$ cat src/rtl/ibex_efpga_pkg.sv
// ibex_efpga_pkg
// Shared types and constants for the core-to-eFPGA bridge.
//   state_e                 : bridge FSM states
//   OP_W / DELAY_W          : operator select and fixed-latency field widths
//   TIMEOUT_CYCLES_DEFAULT  : default WAIT budget in handshake mode
package ibex_efpga_pkg;

    localparam int unsigned OP_W                   = 2;
    localparam int unsigned DELAY_W                = 4;
    localparam int unsigned TIMEOUT_CYCLES_DEFAULT = 1024;

    typedef enum logic [1:0] {
        IDLE  = 2'd0,
        ISSUE = 2'd1,
        WAIT  = 2'd2,
        RESP  = 2'd3
    } state_e;

endpackage

$ cat src/rtl/ibex_efpga_done_sync.sv
// ibex_efpga_done_sync
// Brings the fabric completion flag into the core clock domain through a
// chain of reset-clearable flops. SYNC_STAGES=0 turns it into a wire.
//   clk_i  : core clock
//   rst_ni : asynchronous active-low reset, clears every stage
//   d_i    : raw fabric done (asynchronous)
//   q_o    : synchronized done
module ibex_efpga_done_sync #(
    parameter int unsigned SYNC_STAGES = 2
) (
    input  logic clk_i,
    input  logic rst_ni,
    input  logic d_i,
    output logic q_o
);

    if (SYNC_STAGES == 0) begin : g_bypass
        assign q_o = d_i;
    end else begin : g_sync
        logic [SYNC_STAGES-1:0] sync_r;

        // Shift the raw flag through the synchronizer chain
        always_ff @(posedge clk_i or negedge rst_ni) begin
            if (!rst_ni) begin
                sync_r <= {SYNC_STAGES{1'b0}};
            end else begin
                sync_r[0] <= d_i;
                for (int i = 1; i < int'(SYNC_STAGES); i++) begin
                    sync_r[i] <= sync_r[i-1];
                end
            end
        end

        assign q_o = sync_r[SYNC_STAGES-1];
    end

endmodule

$ cat src/rtl/ibex_efpga_bridge.sv
// ibex_efpga_bridge
// Bridge between the core eFPGA port group and the eFPGA fabric. An accepted
// core write strobe latches operands/operator/delay, a one-cycle start goes
// to the fabric, and completion is either a fixed delay count (delay!=0) or
// a synchronized fabric done guarded by a timeout (delay==0). Results are
// captured and a one-cycle done pulse is returned to the core.
//   core_*  : core side (enable, operands, operator, delay, strobe, done, results)
//   fab_*   : fabric side (operands, operator, start, done, results)
//   busy_o  : high whenever the FSM is not in IDLE
//   timeout_o : sticky, set when the last handshake operation timed out
module ibex_efpga_bridge
    import ibex_efpga_pkg::*;
#(
    parameter int unsigned SYNC_STAGES    = 2,
    parameter int unsigned TIMEOUT_CYCLES = TIMEOUT_CYCLES_DEFAULT,
    parameter logic [31:0] TIMEOUT_RESULT = 32'hFFFF_FFFF
) (
    input  logic               clk_i,
    input  logic               rst_ni,
    input  logic               core_en_i,
    input  logic [OP_W-1:0]    core_operator_i,
    input  logic [31:0]        core_operand_a_i,
    input  logic [31:0]        core_operand_b_i,
    input  logic [DELAY_W-1:0] core_delay_i,
    input  logic               core_write_strobe_i,
    output logic               core_done_o,
    output logic [31:0]        core_result_a_o,
    output logic [31:0]        core_result_b_o,
    output logic [31:0]        core_result_c_o,
    output logic [31:0]        fab_operand_a_o,
    output logic [31:0]        fab_operand_b_o,
    output logic [OP_W-1:0]    fab_operator_o,
    output logic               fab_start_o,
    input  logic               fab_done_i,
    input  logic [31:0]        fab_result_a_i,
    input  logic [31:0]        fab_result_b_i,
    input  logic [31:0]        fab_result_c_i,
    output logic               busy_o,
    output logic               timeout_o
);

    localparam int unsigned    TMO_W    = (TIMEOUT_CYCLES > 1) ? $clog2(TIMEOUT_CYCLES) : 1;
    localparam logic [TMO_W-1:0] TMO_INIT = TMO_W'(TIMEOUT_CYCLES - 1);

    state_e             state_r;
    logic [DELAY_W-1:0] delay_r;
    logic [DELAY_W-1:0] cnt_r;
    logic [TMO_W-1:0]   tmo_r;
    logic               done_sync_s;

    ibex_efpga_done_sync #(
        .SYNC_STAGES (SYNC_STAGES)
    ) u_done_sync (
        .clk_i  (clk_i),
        .rst_ni (rst_ni),
        .d_i    (fab_done_i),
        .q_o    (done_sync_s)
    );

    // Bridge FSM with all outputs registered; start/done pulses default low
    always_ff @(posedge clk_i or negedge rst_ni) begin
        if (!rst_ni) begin
            state_r         <= IDLE;
            delay_r         <= {DELAY_W{1'b0}};
            cnt_r           <= {DELAY_W{1'b0}};
            tmo_r           <= {TMO_W{1'b0}};
            core_done_o     <= 1'b0;
            core_result_a_o <= 32'h0000_0000;
            core_result_b_o <= 32'h0000_0000;
            core_result_c_o <= 32'h0000_0000;
            fab_operand_a_o <= 32'h0000_0000;
            fab_operand_b_o <= 32'h0000_0000;
            fab_operator_o  <= {OP_W{1'b0}};
            fab_start_o     <= 1'b0;
            busy_o          <= 1'b0;
            timeout_o       <= 1'b0;
        end else begin
            fab_start_o <= 1'b0;
            core_done_o <= 1'b0;
            case (state_r)
                IDLE: begin
                    if (core_en_i && core_write_strobe_i) begin
                        fab_operand_a_o <= core_operand_a_i;
                        fab_operand_b_o <= core_operand_b_i;
                        fab_operator_o  <= core_operator_i;
                        delay_r         <= core_delay_i;
                        timeout_o       <= 1'b0;
                        fab_start_o     <= 1'b1;
                        busy_o          <= 1'b1;
                        state_r         <= ISSUE;
                    end else begin
                        busy_o <= 1'b0;
                    end
                end
                ISSUE: begin
                    if (!core_en_i) begin
                        busy_o  <= 1'b0;
                        state_r <= IDLE;
                    end else begin
                        cnt_r   <= delay_r;
                        tmo_r   <= TMO_INIT;
                        state_r <= WAIT;
                    end
                end
                WAIT: begin
                    if (!core_en_i) begin
                        // Abort: results and timeout flag are left untouched
                        busy_o  <= 1'b0;
                        state_r <= IDLE;
                    end else if (delay_r != {DELAY_W{1'b0}}) begin
                        // Fixed latency: capture on the last counted cycle
                        if (cnt_r == {{(DELAY_W-1){1'b0}}, 1'b1}) begin
                            core_result_a_o <= fab_result_a_i;
                            core_result_b_o <= fab_result_b_i;
                            core_result_c_o <= fab_result_c_i;
                            core_done_o     <= 1'b1;
                            state_r         <= RESP;
                        end else if (cnt_r > {{(DELAY_W-1){1'b0}}, 1'b1}) begin
                            cnt_r <= cnt_r - {{(DELAY_W-1){1'b0}}, 1'b1};
                        end else begin
                            cnt_r <= cnt_r;
                        end
                    end else if (done_sync_s) begin
                        // Done is checked first so it wins over an expiring timeout
                        core_result_a_o <= fab_result_a_i;
                        core_result_b_o <= fab_result_b_i;
                        core_result_c_o <= fab_result_c_i;
                        core_done_o     <= 1'b1;
                        state_r         <= RESP;
                    end else if (tmo_r == {TMO_W{1'b0}}) begin
                        core_result_a_o <= TIMEOUT_RESULT;
                        core_result_b_o <= TIMEOUT_RESULT;
                        core_result_c_o <= TIMEOUT_RESULT;
                        timeout_o       <= 1'b1;
                        core_done_o     <= 1'b1;
                        state_r         <= RESP;
                    end else begin
                        tmo_r <= tmo_r - {{(TMO_W-1){1'b0}}, 1'b1};
                    end
                end
                RESP: begin
                    busy_o  <= 1'b0;
                    state_r <= IDLE;
                end
                default: begin
                    busy_o  <= 1'b0;
                    state_r <= IDLE;
                end
            endcase
        end
    end

endmodule

$ cat config.mk
export PLATFORM = sky130hd
export DESIGN_NAME = ibex_efpga_bridge
export DESIGN_NICKNAME = d
export VERILOG_FILES = /design/src/rtl/ibex_efpga_pkg.sv /design/src/rtl/ibex_efpga_done_sync.sv /design/src/rtl/ibex_efpga_bridge.sv
export SDC_FILE = /design/constraint.sdc
export NUM_CORES = 1
export LEC_CHECK = 0
export ABC_AREA = 1
export CORE_UTILIZATION = 47
export DETAILED_ROUTE_END_ITERATION = 10
export HOLD_SLACK_MARGIN = 0.06
export MAX_ROUTING_LAYER = met4
export PLACE_DENSITY = 0.86
export SYNTH_ARGS = -nofsm -noshare
export SYNTH_HDL_FRONTEND = slang
export SYNTH_HIERARCHICAL = 1
export SYNTH_SLANG_ARGS = --single-unit
$ cat constraint.sdc
create_clock -name clk_i -period 3.7 [get_ports clk_i]
set_input_delay 0.555 -clock clk_i [delete_from_list [all_inputs] [get_ports clk_i]]
set_output_delay 0.555 -clock clk_i [all_outputs]
set_load 0.005 [all_outputs]
* After elaboration in Yosys (flattened, before gate mapping)
Index checks and enable logic that the tools add are counted.
** Storage, ports and cells
- Register bits after elaboration :: 188
- Input port bits :: 171
- Output and inout bits :: 166
- Logic and storage cells :: 96
** Cells by class
- $add $sub $neg :: 2
- $lt $le $gt $ge :: 1
- Equality and inequality tests :: 18
- Multiplexer cells :: 46
- Reduce and logical (&&, ||, !) cells :: 14
** Operators with widths (number)
- $mux 32 :: 10
- $mux 10 :: 5
- $ne 2x2->1 const B :: 11
- $mux 4 :: 5
- $pmux 10 s2 :: 1
- $reduce_and 6->1 :: 3
- $mux 1 :: 14
- $mux 2 :: 7
- $logic_not 10->1 :: 1
- $sub 10x1->10 const B :: 1
- $pmux 2 s4 :: 1
- $pmux 4 s2 :: 1
- $ne 5x4->1 const B :: 1
- $eq 2x2->1 const B :: 2
- $eq 4x1->1 const B :: 1
- $gt 4x1->1 const B :: 1
- $ne 4x4->1 const B :: 1
- $reduce_and 4->1 :: 1
- $reduce_bool 2->1 :: 2
- $reduce_bool 4->1 :: 1
- $sub 4x1->4 const B :: 1
- $pmux 1 s3 :: 1
- $reduce_and 3->1 :: 1
- $reduce_bool 3->1 :: 1
- 7 further kinds :: 7

* Depth between registers and ports, before layout
Gate-level depths: netlist of run 1.
- Depth in word-level cells :: 6
- Mapped depth :: 12
- Depth with buffers taken out :: 10

* Modules after synthesis
Netlist of run 1, hierarchy kept.
** By module, submodules not included
- ibex_efpga_bridge :: instances 1, cells an instance 984, area an instance 8140.3 sq um, sequential area each 4654.5 sq um
- ibex_efpga_done_sync :: instances 1, cells an instance 2, area an instance 50.0 sq um, sequential area each 50.0 sq um

* Least setup slack after synthesis of run 1
Ideal clock, no wire load.
- Kind :: reg-to-reg
- Start point :: reg tmo_r[0]
- End point :: reg core_result_a_o[0]
- Setup time :: 116 ps
- Arrival :: 1499 ps
- Required time :: 3584 ps
- Setup slack :: 2085 ps
- Cell stages (with the launch flop) :: 12
- Buffers on the path :: 2
- Period minus slack after synthesis :: 1615 ps
- Cell sequence :: dfrtp_1 -> inv_1 -> ha_1 -> nand2_2 -> nor2_2 -> nand3_2 -> nand2_2 -> nand3_4 -> buf_6 -> buf_2 -> nand2_1 -> nand2_1
** On the way
- Cells in the longest elaborated chain, start to end :: 3
** Ends and longest elaborated chain
- start, declared :: RTL line ibex_efpga_bridge.sv:48 : logic [TMO_W-1:0] tmo_r;
- start signal, assigned :: RTL line ibex_efpga_bridge.sv:66 : tmo_r <= {TMO_W{1'b0}};
- start signal, assigned :: RTL line ibex_efpga_bridge.sv:138 : tmo_r <= tmo_r - {{(TMO_W-1){1'b0}}, 1'b1};
- $logic_not 10->1 :: RTL line ibex_efpga_bridge.sv:130 : end else if (tmo_r == {TMO_W{1'b0}}) begin
- $reduce_bool 3->1 (no line)
- $reduce_and 4->1 (no line)
- end signal, assigned :: RTL line ibex_efpga_bridge.sv:113 : core_result_a_o <= fab_result_a_i;
- end signal, assigned :: RTL line ibex_efpga_bridge.sv:125 : core_result_a_o <= fab_result_a_i;
- end, declared :: RTL line ibex_efpga_bridge.sv:27 : output logic [31:0] core_result_a_o,
No other way between the ends.
A chain may end at the register's enable or synchronous reset.

* Worst setup path after layout of run 1
- Start point :: reg state_r[0]
- End point :: reg core_result_b_o[7]
** On the way
- Cells in the longest elaborated chain, start to end :: 2
** Ends and longest elaborated chain
- start, declared :: RTL line ibex_efpga_bridge.sv:45 : state_e state_r;
- start signal, assigned :: RTL line ibex_efpga_bridge.sv:63 : state_r <= IDLE;
- start signal, assigned :: RTL line ibex_efpga_bridge.sv:90 : state_r <= ISSUE;
- start signal, assigned :: RTL line ibex_efpga_bridge.sv:98 : state_r <= IDLE;
- $eq 2x2->1 :: RTL line ibex_efpga_bridge.sv:80 : case (state_r)
- $reduce_and 4->1 (no line)
- end signal, assigned :: RTL line ibex_efpga_bridge.sv:114 : core_result_b_o <= fab_result_b_i;
- end signal, assigned :: RTL line ibex_efpga_bridge.sv:126 : core_result_b_o <= fab_result_b_i;
- end, declared :: RTL line ibex_efpga_bridge.sv:28 : output logic [31:0] core_result_b_o,
No other way between the ends.

==> results.cfg, run 1 <==
[run_status]
status = finished clean

[logic_synthesis]
yosysSeqAreaShare = 0.574
synth_top_area_share = 0.574
synth_area_leaders = dfrtp_1, nand2_1, or2_2, nand3_1, buf_2
syn_inst = 986
avgSynthCellArea_um2 = 8.31
yosysTopAreaCell = dfrtp_1
netlist_area_mm2 = 0.00819
ys_ff_latch = 188
synth_fp_nets = 1163
yosysWarnings = 6
synth_cell_types = 27

[worst_setup_path]
cp_common_cell = nand2_1
critPathMaxFanout = 96
critPathBufInv = 3
worstSetupPathType = reg -> reg
cp.required_ns = 4.06
critPathCaptureType = flip-flop
slowest_delay_ns = 0.75
path_cells = inv_1 -> ha_1 -> nand2_1 -> inv_1 -> nand3_4 -> buf_4 -> nand2_1 -> nand2_1
cp_slowest_cell = buf_4
crit_path_start_kind = flip-flop
critical-path-top-delay-family = buffers and inverters
crit_arrival_ns = 2.81

[cells_and_area]
synthToLayoutAreaGrowth_pct = 49.8
final_nets = 1477
fill_cells = 1236
drive_gt1_frac = 0.113

[floorplan]
fp.dieArea_mm2 = 0.0180
ios = 337
die_w_um = 134
core_mm2 = 0.0168
start_util = 0.487
rows = 47
die_h_um = 134

[sta]
finalHoldViolations = 0
worst_slew_pin_slew_ns = 1.10
rsz0062_at_grt = no
period_needed_ns = 2.45
final.setup.tns_ns = 0
finalCritPeriodShare = 0.663
hold_ws_ns = 0.195
setup_viol = 0
slew_headroom = 0.265
setup_ws_ns = 1.25
maxSlewViolCount = 0
max_clock_freq_mhz = 408
fin_worst_skew_ns = 0.0162

[power_and_ir_drop]
p_leak_uw = 0.00613
cellPowerDensity_mw_per_mm2 = 697
ir_drop_v = 0.000383

[global_route]
antenna_found_initial = 2
grt_max_degree = 99
grt_use_total = 0.280
grt_pass1_vias = 7459
gr-total-overflow = 0
grt_pass1_wl_mm = 37.7

[clocking]
cts.htree.levels = 4
cts_sinks = 188
hold_buffers = 0
numCtsBuffers = 17
root_buffer = clkbuf_16
cts_tree = built
cts_buffer_depth = 2
clkLatencyLatePin_ns = 0.43
clkTransAtPathRegs_ns = 0.07
postCtsSetupRepairBufs = 0
cts-resized-gates = 0

[routing]
drc = 0
drt_first_pass_iters = 8
drtIter0Drc = 473
wire_per_inst_um = 15.6
vias = 7471
ant_nets = 0
viasPerCell = 4.87
routed_wl_mm = 24.0

[placed_design]
pre_cts_ws_ns = 1.24
place.gp.congestion = 0.808
hpwl_mm = 16.9
portBuffers = 336

[worst_hold_path]
hold_path.class = in -> async

[run]
max_cap_viol_count = 0
per-layer routing:
metal	vias up	track usage	share of wire
met2	309	0.453	0.49
met4	0	0.126	0.036
met5	-	-	0
met3	51	0.0635	0.073
li1	3604	-	-
met1	3507	0.336	0.41
cell families after synthesis:
kind of cell               count (synthesis)  share of synthesized area
AOI/OAI and AO/OA                         20                     0.0122
xor gates and xnor gates                   1                    0.00107
adders and majority gates                  6                    0.00917
buffers and inverters                     75                     0.0422
DFF                                      188                      0.574
and+or+nand+nor                          696                      0.361
Yosys cell counts:
library cell	n
nand2_1	548
dfrtp_1	188
or2_2	94
nand3_1	24
inv_1	22
buf_2	20
clkbuf_1	20
o21ai_0	17
nor2_1	10
ha_1	6
buf_6	5
inv_2	5
or2_1	4
nand2_2	3
nand4_1	3
a21oi_1	2
buf_1	2
nand3_2	2
nand3b_1	2
nor2_2	2
clkbuf_2	1
nand3_4	1
nor2_4	1
nor3_1	1
nor3_2	1
o21ai_1	1
xor2_1	1
stage by stage:
stage | power (uW) | std cells | instance area, um^2 | util
5_1_grt | 9120 | 1535 | 12300 | 0.729
2_1_floorplan | 4650 | 986 | 8190 | -
3_3_place_gp | 6600 | 1501 | 11700 | 0.693
3_5_place_dp | 6720 | 1501 | 11700 | 0.693
4_1_cts | 8620 | 1533 | 12300 | 0.729
6_report | 8540 | 1535 | 12300 | 0.729
path summary, 6_finish.rpt:
check                                                        from                                endpoint  slack, ns  cells after the start
setup / recovery                           state_r[0]$_DFFE_PN0P_          core_result_b_o[7]$_DFFE_PN0P_       1.25                      8
hold / removal                                             rst_ni          fab_operand_b_o[8]$_DFFE_PN0P_       0.20                      1
setup reg to reg                           state_r[0]$_DFFE_PN0P_          core_result_b_o[7]$_DFFE_PN0P_       1.25                      8
hold reg to reg            u_done_sync/g_sync.sync_r[0]$_DFF_PN0_  u_done_sync/g_sync.sync_r[1]$_DFF_PN0_       0.35                      0
max in group asynchronous                                  rst_ni         core_result_a_o[28]$_DFFE_PN0P_       2.53                      2
min in group clk_i         u_done_sync/g_sync.sync_r[0]$_DFF_PN0_  u_done_sync/g_sync.sync_r[1]$_DFF_PN0_       0.35                      0
placed cells by master, fill, tap and decap left out, drive strengths merged, types with 5 or more instances in the layout:
cell,synthesis,final
buf,27,7
clkbuf,21,19
clkdlybuf4s50,0,335
clkinv,0,5
dfrtp,188,188
ha,6,6
inv,27,31
nand2,551,551
nand3,27,27
nor2,13,13
o21ai,18,18
or2,98,98
power by group:
part	switching (uW)	total, uW	leakage (uW)	internal [uW]
logic	1450	3340	0.00344	1880
registers	496	3350	0.00240	2860
clock network	825	1850	0.000288	1030
total	2770	8540	0.00613	5770
area by class of cell:
class / instances / area, um^2 / area share
well taps: 220 / 275 / 0.0224
repair buffers: 343 / 3430 / 0.280
multi-input cells: 723 / 3150 / 0.257
diodes: 2 / 5.00 / 0.000408
flip-flops and latches: 188 / 4700 / 0.384
clock inverters: 14 / 161 / 0.0132
inverters: 27 / 101 / 0.00826
clock buffers: 18 / 439 / 0.0358
sequential cells by signal, summed over array words and instances (netlist names):
register	cells
busy_o	1
core_result_a_o	32
fab_operand_b_o	32
u_done_sync/g_sync.sync_r	2
timeout_o	1
fab_operator_o	2
cnt_r	4
tmo_r	10
state_r	2
core_result_b_o	32
core_done_o	1
fab_operand_a_o	32
core_result_c_o	32
delay_r	4
fab_start_o	1
Note: power is estimated with default switching activity, not from simulation.
==> run 2: changes to the inputs <==
- CORE_UTILIZATION: 47 -> 39
- PLACE_DENSITY: 0.86 -> 0.76
- clock period: 3.7 -> 2 ns (I/O delays scaled with it)
==> results.cfg, run 2 (synthesis gave the netlist of run 1 again) <==
[run_status]
status = finished clean

[global_route]
grt_pass1_vias = 7123
grt_pass1_wl_mm = 36.7
antenna_found_initial = 0
gr-total-overflow = 0
grt_max_degree = 99
grt_use_total = 0.223

[worst_hold_path]
hold_path.class = in -> reg
hold_depth = 1
hold_start = fab_done_i
whs_endpoint = u_done_sync/g_sync.sync_r[0]$_DFF_PN0_

[placed_design]
dpl_cell_area_mm2 = 0.0119
pre_cts_ws_ns = 0.146
portBuffers = 336
hpwl_mm = 16.5
place.gp.congestion = 0.852
dp.cells = 1559

[clocking]
clkTransAtPathRegs_ns = 0.07
clkLatencyLatePin_ns = 0.43
numCtsBuffers = 17
postCtsSetupRepairBufs = 0
root_buffer = clkbuf_16
cts.htree.levels = 4
cts_buffer_depth = 2
cts_sinks = 188
cts_tree = built

[worst_setup_path]
cp.required_ns = 2.36
slowest_delay_ns = 0.39
critPathCaptureType = flip-flop
critPathMaxFanout = 29
r2r_cells = 11
crit_path_start_kind = flip-flop
worstSetupPathType = reg -> reg
path_cells = inv_1 -> ha_1 -> nand2_2 -> nor2_2 -> nand3_2 -> nand2_2 -> nand3_4 -> inv_2 -> buf_12 -> nand2_1 -> nand2_1
rrSetupSlack_ns = 0.13
r2r_start = tmo_r[0]$_DFFE_PN0P_
cp_slowest_cell = dfrtp_1
crit_arrival_ns = 2.23
r2r-end = core_result_a_o[18]$_DFFE_PN0P_

[cells_and_area]
stdcell_area_mm2 = 0.0125
fin_cells = 1593
synthToLayoutAreaGrowth_pct = 52.6
antenna_cells = 0
drive_gt1_frac = 0.119
multi_input_area_mm2 = 0.00315
fill_cells = 1789
final_nets = 1487
layout_commonest_cell = nand2_1
seqCellArea_mm2 = 0.00470
layout_common_cells = nand2_1, clkdlybuf4s50_1, dfrtp_1

[floorplan]
rows = 52
ios = 337
core_mm2 = 0.0204
die_h_um = 147
start_util = 0.401
die_w_um = 147
fp.dieArea_mm2 = 0.0216

[sta]
rsz0062_at_grt = no
final.setup.tns_ns = 0
period_needed_ns = 1.87
fin_worst_skew_ns = 0.00948
max_clock_freq_mhz = 535
setup_viol = 0
finalCritPeriodShare = 0.934
hold_ws_ns = 0.327
setup_ws_ns = 0.132
slew_headroom = 0.677
maxSlewViolCount = 0
worst_slew_pin_slew_ns = 0.485
finalHoldViolations = 0

[routing]
drc = 0
viasPerCell = 4.60
vias = 7332
drtIter0Drc = 368
routed_wl_mm = 23.6
wire_per_inst_um = 14.8
drt_first_pass_iters = 7
ant_nets = 0

[run]
max_cap_viol_count = 0

[power_and_ir_drop]
p_leak_uw = 0.00621
ir_drop_v = 0.000738
cellPowerDensity_mw_per_mm2 = 1260
## run 2: metrics by stage
| stage | utilization | total power [uW] |
|---|---|---|
| 6_report | 0.612 | 15700 |
| 5_1_grt | 0.612 | 16800 |
| 4_1_cts | 0.610 | 15900 |
| 3_5_place_dp | 0.582 | 12500 |
| 3_3_place_gp | 0.582 | 12300 |
| 2_1_floorplan | - | 8610 |
## run 2: critical path: cells and delay by family (launching register included)
family                     cells  cell delay (ns)
adders and majority gates      1             0.17
and+or+nand+nor                7             0.75
DFF                            1             0.39
buffers and inverters          3             0.47
## run 2: area by class of cell
cell class | instances | share of cell area
clock buffer | 19 | 0.0362
clock inverter | 13 | 0.0100
sequential | 188 | 0.376
multi-input combinational | 723 | 0.252
inverter | 27 | 0.00811
timing repair buffer | 353 | 0.290
tap | 270 | 0.0270
## run 2: routing by layer
layer,up-vias,wire (um),share of wire,GRT usage
met2,299,11400,0.48,0.367
met3,31,1820,0.077,0.0556
li1,3627,-,-,-
met1,3375,9930,0.42,0.270
met4,0,490,0.021,0.0701
met5,-,0,0,-
## run 2: what timing repair did
item,in CTS,in global routing
hold buffers,1,0
gates resized for setup,0,1
endpoints found under the setup margin,0,5
endpoints found under the hold margin,49,0
## run 2: worst max-delay path by stage
stage | from | endpoint | slack, ns | cells after the start
final | tmo_r[0]$_DFFE_PN0P_ | core_result_a_o[18]$_DFFE_PN0P_ | 0.13 | 11
after floorplan | tmo_r[0]$_DFFE_PN0P_ | core_result_a_o[0]$_DFFE_PN0P_ | 0.38 | 11
after global placement | core_en_i | core_result_c_o[13]$_DFFE_PN0P_ | 0.17 | 7
after global routing | tmo_r[0]$_DFFE_PN0P_ | core_result_a_o[18]$_DFFE_PN0P_ | 0.01 | 11
after CTS | tmo_r[0]$_DFFE_PN0P_ | core_result_b_o[17]$_DFFE_PN0P_ | 0.14 | 11
after detailed placement | core_en_i | core_result_b_o[26]$_DFFE_PN0P_ | 0.15 | 7
## run 2: power by group
part	internal, uW	total [uW]	switching [uW]
Combinational	3570	6180	2620
Clock	1720	3330	1610
Sequential	5290	6200	910
Total	10600	15700	5140
==> run 3: changes to the inputs <==
--- a/config.mk
+++ b/config.mk
@@ -7,9 +7,11 @@
 export LEC_CHECK = 0
 export ABC_AREA = 1
-export CORE_UTILIZATION = 39
+export CORE_AREA = 2 2 131 133
 export DETAILED_ROUTE_END_ITERATION = 10
+export DIE_AREA = 0 0 133 135
+export DONT_BUFFER_PORTS = 1
 export HOLD_SLACK_MARGIN = 0.06
 export MAX_ROUTING_LAYER = met4
-export PLACE_DENSITY = 0.76
+export PLACE_DENSITY = 0.67
 export SYNTH_ARGS = -nofsm -noshare
 export SYNTH_HDL_FRONTEND = slang
==> constraint.sdc (replaced) <==
create_clock -name clk_i -period 2 [get_ports clk_i]
set_input_delay 0.4 -clock clk_i [delete_from_list [all_inputs] [get_ports clk_i]]
set_output_delay 0.4 -clock clk_i [all_outputs]
set_load 0.005 [all_outputs]
==> results.cfg, run 3 (synthesis gave the netlist of run 1 again) <==
[power_and_ir_drop]
ir_drop_v = 0.000651
pwr-share-seq = 0.521
p_total_uw = 12800
p_leak_uw = 0.00489
clockPowerShare = 0.255
cellPowerDensity_mw_per_mm2 = 1420
p_switching_uw = 4600
intPower_uw = 8160
p_sw_frac = 0.360
combPwrFrac = 0.224

[global_route]
gr-total-overflow = 0
grt_max_degree = 189
antenna_found_initial = 3
grt_use_total = 0.228
grt_pass1_wl_mm = 31.2
grt_pass1_vias = 6027

[floorplan]
rows = 47
die_w_um = 133
die_h_um = 135
start_util = 0.499
core_mm2 = 0.0164
fp.dieArea_mm2 = 0.0180
ios = 337

[worst_setup_path]
path_cells = inv_1 -> ha_1 -> nand2_2 -> nor2_4 -> nand3_2 -> nand2_2 -> nand3_4 -> inv_2 -> buf_12 -> nand2_1 -> nand2_1
critPathBufInv = 3
r2r-end = core_result_b_o[12]$_DFFE_PN0P_
rrSetupSlack_ns = 0.18
critical-path-top-delay-family = simple AND/OR/NAND/NOR gates
worstSetupPathType = reg -> reg
slowest_delay_ns = 0.39
cp_slowest_cell = dfrtp_1
critPathMaxFanout = 54
r2r_start = tmo_r[0]$_DFFE_PN0P_
critPathCaptureType = flip-flop
cp.required_ns = 2.36
crit_arrival_ns = 2.18
crit_path_start_kind = flip-flop
r2r_cells = 11

[placed_design]
dpl_cell_area_mm2 = 0.00838
dp.cells = 1171
hpwl_mm = 13.5
portBuffers = 0
pre_cts_ws_ns = 0.146
place.gp.congestion = 0.801

[clocking]
clkLatencyLatePin_ns = 0.43
hold_buffers = 1
root_buffer = clkbuf_16
cts_sinks = 188
cts_buffer_depth = 2
numCtsBuffers = 17
clkTransAtPathRegs_ns = 0.07
cts_tree = built
cts.htree.levels = 4

[routing]
wire_per_inst_um = 16.3
drtIter0Drc = 385
viasPerCell = 4.97
drc = 0
ant_nets = 0
routed_wl_mm = 19.7
vias = 6001
drt_first_pass_iters = 4

[sta]
setup_ws_ns = 0.180
fin_worst_skew_ns = 0.0103
period_needed_ns = 1.82
finalHoldViolations = 188
worst_slew_pin_slew_ns = 0.475
final.setup.tns_ns = 0
rsz0062_at_grt = no
maxSlewViolCount = 0
hold_ws_ns = -0.336
finalCritPeriodShare = 0.910
max_clock_freq_mhz = 549
slew_headroom = 0.683
setup_viol = 0

[cells_and_area]
fin_cells = 1207
layout_common_cells = nand2_1, dfrtp_1, or2_2
layout_commonest_cell = nand2_1
final_nets = 1148
stdcell_area_mm2 = 0.00897
drive_gt1_frac = 0.157
synthToLayoutAreaGrowth_pct = 9.55
fill_cells = 1506

[run_status]
status = complete, but fails checks
violations = negative hold slack

[run]
max_cap_viol_count = 0

[worst_hold_path]
hold_path.class = in -> async
-- run 3: cell count changes in the layout (fill, tap and decap cells not counted) --
cell,delta
inv_6,+1
clkdlybuf4s50_1,-335
nor2_2,-1
inv_8,-1
clkinv_4,+1
clkbuf_8,-2
diode_2,+3
nor2_4,+1
buf_12,-5
clkbuf_16,-1
buf_4,+3
-- run 3: power by group through the flow --
| stage | Clock [uW] | Combinational, uW | Sequential (uW) |
|---|---|---|---|
| after floorplan | 0 | 2370 | 6240 |
| after global placement | 0 | 2750 | 6720 |
| after detailed placement | 0 | 2900 | 6690 |
| after CTS | 3350 | 2890 | 6670 |
| after global routing | 3480 | 3400 | 6820 |
| final | 3260 | 2850 | 6650 |
-- run 3: cell type report --
cell class                 instances  area (um^2)  share of cell area
sequential                       188         4700               0.524
multi-input combinational        723         3150               0.351
clock buffer                      18          439              0.0489
tap                              220          275              0.0307
timing repair buffer              14          161              0.0180
clock inverter                    14          131              0.0146
inverter                          27          101              0.0113
antenna                            3         7.51            0.000837
-- run 3: what timing repair did --
item / 4_1_cts / 5_1_grt
resized for setup: 0 / 2
endpoints found under the setup margin: 0 / 26
hold endpoints to repair: 189 / 188
setup buffers: 0 / 0
-- run 3: through the flow --
stage                     hold WS [ns]  utilization
after floorplan                  0.104            -
after global placement           0.109        0.510
after detailed placement         0.108        0.510
after CTS                       -0.358        0.546
after global routing            -0.360        0.547
final                           -0.336        0.547
-- run 3: per-layer routing --
| metal | vias up | wire (um) | global-route usage |
|---|---|---|---|
| met3 | 32 | 1680 | 0.0717 |
| met1 | 2768 | 7960 | 0.274 |
| li1 | 2946 | - | - |
| met5 | - | 0 | - |
| met2 | 255 | 9610 | 0.362 |
| met4 | 0 | 435 | 0.0878 |
-- run 3: worst max-delay path by stage --
| stage | start | endpoint | slack [ns] | depth (start not counted) |
|---|---|---|---|---|
| 5_1_grt | tmo_r[0]$_DFFE_PN0P_ | core_result_b_o[12]$_DFFE_PN0P_ | 0.002 | 11 |
| 3_5_place_dp | tmo_r[0]$_DFFE_PN0P_ | core_result_b_o[21]$_DFFE_PN0P_ | 0.15 | 10 |
| 4_1_cts | tmo_r[0]$_DFFE_PN0P_ | core_result_b_o[21]$_DFFE_PN0P_ | 0.14 | 10 |
| 6_report | tmo_r[0]$_DFFE_PN0P_ | core_result_b_o[12]$_DFFE_PN0P_ | 0.18 | 11 |
| 2_1_floorplan | tmo_r[0]$_DFFE_PN0P_ | core_result_a_o[0]$_DFFE_PN0P_ | 0.38 | 11 |
| 3_3_place_gp | tmo_r[0]$_DFFE_PN0P_ | core_result_c_o[5]$_DFFE_PN0P_ | 0.22 | 10 |
